--- src/rtl/mem_pkg.sv ---
// Shared definitions for the dual-port byte-masked memory.
// State encodings, default geometry and a lane-count helper.
package mem_pkg;

    localparam int DATA_W_DEF = 8;
    localparam int ADDR_W_DEF = 9;

    typedef enum logic [1:0] {
        RESET = 2'd0,
        INIT  = 2'd1,
        RUN   = 2'd2
    } state_t;

    // Number of 8-bit byte lanes in a data word.
    function automatic int num_lanes(input int data_w);
        return data_w / 8;
    endfunction

endpackage

--- src/rtl/mem_dp_array.sv ---
// Storage array: one write port with per-byte-lane mask, one registered
// read port returning the pre-write (old) contents. Each byte lane owns its
// own storage so lanes are written independently.
module mem_dp_array
    import mem_pkg::*;
#(
    parameter int DATA_W = DATA_W_DEF,
    parameter int ADDR_W = ADDR_W_DEF
) (
    input  logic                   i_clk,
    input  logic                   i_we,
    input  logic [ADDR_W-1:0]      i_waddr,
    input  logic [DATA_W-1:0]      i_wdata,
    input  logic [DATA_W/8-1:0]    i_wmask,
    input  logic                   i_re,
    input  logic [ADDR_W-1:0]      i_raddr,
    output logic [DATA_W-1:0]      o_rdata
);

    localparam int NL    = num_lanes(DATA_W);
    localparam int DEPTH = 2 ** ADDR_W;

    for (genvar n = 0; n < NL; n++) begin : g_lane
        logic [7:0] mem [DEPTH];
        logic [7:0] rd_q;

        // Lane write plus registered lane read (read sees old contents).
        always_ff @(posedge i_clk) begin
            if (i_we && i_wmask[n]) mem[i_waddr] <= i_wdata[8*n +: 8];
            if (i_re)               rd_q         <= mem[i_raddr];
        end

        assign o_rdata[8*n +: 8] = rd_q;
    end

endmodule

--- src/rtl/mem_dp_param.sv ---
// Dual-port byte-masked memory with init sequencing.
// Optional feature macro: MEM_INIT_CLEAR_EN -- when defined the block walks
// every address writing zero before accepting traffic; otherwise it is ready
// one edge after reset release with undefined contents.
// Same-address read+write returns new data per written lane (write-first).
module mem_dp_param
    import mem_pkg::*;
#(
    parameter int DATA_W = DATA_W_DEF,
    parameter int ADDR_W = ADDR_W_DEF
) (
    input  logic                   i_clk,
    input  logic                   i_nrst,
    input  logic                   i_we,
    input  logic [ADDR_W-1:0]      i_waddr,
    input  logic [DATA_W-1:0]      i_wdata,
    input  logic [DATA_W/8-1:0]    i_wmask,
    input  logic                   i_re,
    input  logic [ADDR_W-1:0]      i_raddr,
    output logic [DATA_W-1:0]      o_rdata,
    output logic                   o_rvalid,
    output logic                   o_ready
);

    localparam int NL = num_lanes(DATA_W);

    state_t              state_q, state_d;
    logic [ADDR_W-1:0]   init_cnt_q;
    logic                ready;
    logic                rd_acc;

    logic                arr_we;
    logic [ADDR_W-1:0]   arr_waddr;
    logic [DATA_W-1:0]   arr_wdata;
    logic [NL-1:0]       arr_wmask;
    logic [DATA_W-1:0]   arr_rdata;

    logic [NL-1:0]       byp_mask_q;
    logic [DATA_W-1:0]   byp_data_q;
    logic                rvalid_q;
    logic [DATA_W-1:0]   rdata_hold_q;
    logic [DATA_W-1:0]   merged;

    assign ready   = (state_q == RUN);
    assign rd_acc  = ready & i_re;
    assign o_ready = ready;

    // State register.
    always_ff @(posedge i_clk or negedge i_nrst) begin
        if (!i_nrst) state_q <= RESET;
        else         state_q <= state_d;
    end

    // Next-state: RESET leaves on the first edge, RUN holds until reset.
    always_comb begin
        state_d = state_q;
        case (state_q)
            RESET: begin
`ifdef MEM_INIT_CLEAR_EN
                state_d = INIT;
`else
                state_d = RUN;
`endif
            end
            INIT:    if (init_cnt_q == '1) state_d = RUN;
            RUN:     state_d = RUN;
            default: state_d = RESET;
        endcase
    end

    // Init address walker, one word per cycle while in INIT.
    always_ff @(posedge i_clk or negedge i_nrst) begin
        if (!i_nrst)              init_cnt_q <= '0;
        else if (state_q == INIT) init_cnt_q <= init_cnt_q + 1'b1;
    end

    // Write port mux: INIT clears full words, RUN passes user writes.
    always_comb begin
        arr_we    = 1'b0;
        arr_waddr = i_waddr;
        arr_wdata = i_wdata;
        arr_wmask = i_wmask;
        if (state_q == INIT) begin
            arr_we    = 1'b1;
            arr_waddr = init_cnt_q;
            arr_wdata = '0;
            arr_wmask = '1;
        end else if (ready) begin
            arr_we    = i_we;
        end
    end

    mem_dp_array #(
        .DATA_W (DATA_W),
        .ADDR_W (ADDR_W)
    ) u_array (
        .i_clk   (i_clk),
        .i_we    (arr_we),
        .i_waddr (arr_waddr),
        .i_wdata (arr_wdata),
        .i_wmask (arr_wmask),
        .i_re    (rd_acc),
        .i_raddr (i_raddr),
        .o_rdata (arr_rdata)
    );

    // Capture collision lanes so the read returns this cycle's write data.
    always_ff @(posedge i_clk or negedge i_nrst) begin
        if (!i_nrst) begin
            byp_mask_q <= '0;
            byp_data_q <= '0;
        end else if (rd_acc) begin
            byp_mask_q <= (i_we && (i_waddr == i_raddr)) ? i_wmask : '0;
            byp_data_q <= i_wdata;
        end
    end

    // Read valid strobe, one cycle after acceptance.
    always_ff @(posedge i_clk or negedge i_nrst) begin
        if (!i_nrst) rvalid_q <= 1'b0;
        else         rvalid_q <= rd_acc;
    end

    // Per-lane merge of array data with bypassed write data.
    always_comb begin
        merged = arr_rdata;
        for (int n = 0; n < NL; n++)
            if (byp_mask_q[n]) merged[8*n +: 8] = byp_data_q[8*n +: 8];
    end

    // Hold last delivered read word between reads.
    always_ff @(posedge i_clk or negedge i_nrst) begin
        if (!i_nrst)       rdata_hold_q <= '0;
        else if (rvalid_q) rdata_hold_q <= merged;
    end

    assign o_rdata  = rvalid_q ? merged : rdata_hold_q;
    assign o_rvalid = rvalid_q;

endmodule
--- config.mk ---
export PLATFORM = sky130hd
export DESIGN_NAME = mem_dp_param
export DESIGN_NICKNAME = d
export VERILOG_FILES = /design/src/rtl/mem_pkg.sv /design/src/rtl/mem_dp_array.sv /design/src/rtl/mem_dp_param.sv
export SDC_FILE = /design/constraint.sdc
export NUM_CORES = 2
export LEC_CHECK = 0
export ABC_AREA = 1
export BUFFER_PORTS_ARGS = -buffer_cell sky130_fd_sc_hd__buf_2
export CORE_MARGIN = 1.5
export CORE_UTILIZATION = 35
export CTS_BUF_LIST = sky130_fd_sc_hd__clkbuf_8
export DETAILED_ROUTE_END_ITERATION = 8
export PLACE_DENSITY = 0.47
export SLEW_MARGIN = 20
export SYNTH_ARGS = -nofsm -noshare
export SYNTH_HDL_FRONTEND = slang
export SYNTH_HIERARCHICAL = 1
export SYNTH_SLANG_ARGS = --single-unit
export TNS_END_PERCENT = 100
--- constraint.sdc ---
create_clock -name i_clk -period 2.3 [get_ports i_clk]
set_input_delay 0.115 -clock i_clk [delete_from_list [all_inputs] [get_ports i_clk]]
set_output_delay 0.115 -clock i_clk [all_outputs]
set_load 0.1 [all_outputs]
==> key figures <==
Synthesis
  • Post-synth top area share: 73.6%
  • YS warnings: 6
  • Post-synth cell types: 21
  • Number of synthesized flops with an enable pin: slightly above 4,000
  • Post-Syn Area: 0.167 mm2
  • Synth area leader: edfxtp_1
  • Flop and latch count out of synthesis: around 4,100
  • Ys async rst share: 0.461%
  • Mapped Cells: roughly 14,000
  • Most frequent cell after synthesis: nand2_1
  • Net Count, Synth: 14,000
  • Commonest cells in the netlist: nand2_1 (4,216), edfxtp_1 (4,104), nand3_1 (4,082), buf_2 (535), nor2_1 (532)
  • Dominant synthesized flop cell: edfxtp_1
  • Sequential-to-total area share from yosys stat: between 70% and 80%
  • Largest cells by area after synthesis: edfxtp_1 (74%), nand3_1 (12%), nand2_1 (9.4%), buf_2 (1.6%), nor2_1 (1.2%)
  • Synthesized area per cell: ~12 um2

Clock tree
  • CTS Root Buffer Type: clkbuf_8
  • CTS buffer count: roughly 700
  • Worst-Skew Late Latency: 1.33 ns
  • CTS H-Tree Depth: 6
  • Clock sinks: 4,123
  • TritonCTS clock tree: done
  • Clock Path Buffers: 4
  • Clk slew on worst S/H paths: ~0.06 ns

STA
  • Worst clock skew: around 0.09 ns
  • Final min period: roughly 2.8 ns
  • Setup TNS Final: -4.11 ns
  • Fmax achieved: 360 MHz
  • Max-slew headroom: between 20% and 30%
  • Min Hold Slack: between 0.06 and 0.07 ns
  • RSZ-0062 raised after global routing: yes
  • Final setup margin: -0.477 ns
  • Final setup viols: 42
  • Final Max Slew Viols: 0
  • Least-Margin Pin Slew: roughly 1.2 ns
  • Final hold violation count: 0
  • Final Cycle Share: 121%

Detailed routing
  • First-pass DRT Iterations: 6
  • Routed vias/inst: between 5 and 6
  • Final wirelength: between 500,000 and 600,000 um
  • Via Count: ~110k
  • Residual DRC count: 0
  • Post-DRT Antenna Nets: 0
  • Drt initial violations: 11,400
  • WL per Instance: 25.0 um

Worst hold path
  • Hold worst-path end: u_array/g_lane[0].mem[389][4]
  • Hold Path Cell Cnt: 3
  • Hold_sp: i_wdata[4]
  • Hold crit path type: in -> reg

Run status
  • Failing checks: setup timing
  • Outcome: complete, but fails checks

Finish
  • Area growth, synth to finish: 19.8%
  • Final nets: ~15,000
  • Fraction of layout cells with a size suffix above 1: roughly 17%
  • Finished Cell Area: ~0.2 mm2

Placement
  • PortBufs: 40
  • Pre-CTS setup slack: -0.605 ns
  • Gp weighted congestion: 0.841
  • DP HPWL: around 350,000 um
  • Area post-placement: 0.186 mm2

Run
  • Max Cap Viol: 0

Power
  • Pwr per Cell Area: ~760 mW/mm2
  • Leakage: between 70 and 80 nW
  • Max VDD drop: 608 uV
  • Total power: roughly 150 mW

Critical path
  • Crit-path max FO: 2
  • Required @ worst endpoint: around 2.2 ns
  • Worst r2r path cells: 12
  • Worst path slowest cell: edfxtp_1
  • Crit path from: u_array/o_rdata[5]
  • CP Cell Sequence: nand2_2, a31oi_4, buf_12
  • Crit Path Category: reg -> out
  • WP data arrival: ~2.7 ns
  • Setup slack, reg-to-reg: -0.04 ns
  • Worst R2R Start: state_q[1]
  • CP Capture Type: output port
  • Largest stage delay on the critical path: around 0.77 ns
  • RR Endpoint: u_array/g_lane[0].mem[98][1]
  • CP startpoint kind: flip-flop

Floorplanning
  • Num rows: approximately 250
  • Die area: a little under 0.5 mm2
  • Initial core utilization: about a third
  • Chip height: roughly 690 um
  • Num ports: between 40 and 50
  • Die X: slightly below 700 um
  • Total core area: 0.476 mm2

Global route
  • Vias in the first global route: around 110k
  • Largest net degree at the start of global routing: 95
  • GRT Total Usage: 22.4%
  • Total gr overflow: 0
  • Wire length of the first global-routing pass: around 800,000 um
  • Initial antenna violation count: 36
==> critical path: cells and delay by family, from the launching register on <==
family	cells	cell delay [ns]
AOI/OAI and AO/OA	1	0.21
DFF	1	0.77
buffers and inverters	1	0.20
and+or+nand+nor	1	0.16
==> worst max-delay path by stage <==
stage	slack (ns)	cells after the start	to
2_1_floorplan	-0.29	4	rdata_hold_q[4]
3_3_place_gp	-0.64	15	u_array/o_rdata[3]
3_5_place_dp	-0.61	15	u_array/o_rdata[3]
4_1_cts	-0.56	3	o_rdata[1]
5_1_grt	-0.55	3	o_rdata[1]
6_report	-0.48	3	o_rdata[5]
==> cell usage in the layout (no fill, tap or decap), types with 2 or more instances in the layout <==
| master | netlist | routed |
|---|---|---|
| a31oi_4 | 0 | 7 |
| buf_12 | 1 | 334 |
| buf_16 | 0 | 13 |
| buf_2 | 535 | 14 |
| buf_4 | 124 | 1030 |
| buf_6 | 44 | 88 |
| buf_8 | 4 | 17 |
| bufbuf_16 | 0 | 2 |
| bufinv_16 | 0 | 2 |
| clkbuf_4 | 1 | 2 |
| clkbuf_8 | 0 | 711 |
| clkinv_1 | 0 | 172 |
| clkinv_2 | 0 | 29 |
| clkinv_8 | 0 | 8 |
| clkinvlp_4 | 0 | 14 |
| dfrtp_1 | 19 | 17 |
| dfrtp_4 | 0 | 2 |
| diode_2 | 0 | 5 |
| dlygate4sd3_1 | 0 | 49 |
| edfxtp_1 | 4104 | 4104 |
| inv_1 | 24 | 279 |
| inv_12 | 0 | 4 |
| inv_16 | 0 | 2 |
| inv_4 | 3 | 2 |
| inv_6 | 0 | 10 |
| inv_8 | 0 | 9 |
| nand2_1 | 4216 | 4192 |
| nand2_2 | 0 | 8 |
| nand2_4 | 0 | 9 |
| nand2_8 | 0 | 7 |
| nand3_1 | 4082 | 4064 |
| nand3_2 | 0 | 13 |
| nand3_4 | 0 | 5 |
| nor2_1 | 532 | 268 |
| nor2_2 | 0 | 183 |
| nor2_4 | 0 | 81 |
| nor3_1 | 10 | 5 |
| nor3_2 | 0 | 4 |
| xnor2_1 | 3 | 3 |
| xor2_1 | 2 | 2 |
==> timing repair <==
item | 4_1_cts | 5_1_grt
gates resized for setup | 287 | 232
gates cloned | 6 | 1
setup buffers | 20 | 12
endpoints found under the setup margin | 2114 | 1350
endpoints found under the hold margin | 7586 | 0
hold buffers | 56 | 0
pin swaps | 6 | 14
==> where the power goes <==
group | switching, mW | internal, mW | total [mW]
clock | 30.1 | 28.8 | 59.0
combinational | 8.17 | 3.51 | 11.7
sequential | 0.0663 | 82.7 | 82.8
==> cell families after synthesis <==
kind of cell	count (synthesis)	share of synthesized area [%]
flops	4123	73.9
xor+xnor	5	0.0262
buf+inv	1018	3.20
other cells	1	0.00224
compound gates	8	0.0299
simple gates	8840	22.9
==> layout make-up <==
cell class,instances,area [um2]
well taps,6375,7980
multi-input cells,8854,39900
inverters,30,170
clock buffers,711,9790
repair buffers,1551,16700
fillers,44900,275000
diodes,5,12.5
flip-flops and latches,4123,124000
clock inverters,503,2280
==> stage by stage <==
stage               instances  utilization [%]
floorplan               14000                -
global placement        20800             39.0
detailed placement      20800             39.0
CTS                     22100             42.0
global route            22200             42.2
finish                  22200             42.2
==> sequential cells by signal (all words and copies together) (netlist names) <==
signal	cells
o_rvalid	1
rdata_hold_q	8
state_q	1
byp_data_q	8
u_array/o_rdata	8
byp_mask_q	1
u_array/g_lane.mem	4096
==> per-layer routing <==
layer  GRT usage [%]  part of all wire (%)  vias up
met5               0                 0.023        -
met4            6.15                   2.8       20
met3            3.20                   6.4      825
met2            35.3                    46     3781
met1            32.4                    45    57000
li1                -                     -    52500
(Power assumes the default switching activity.)
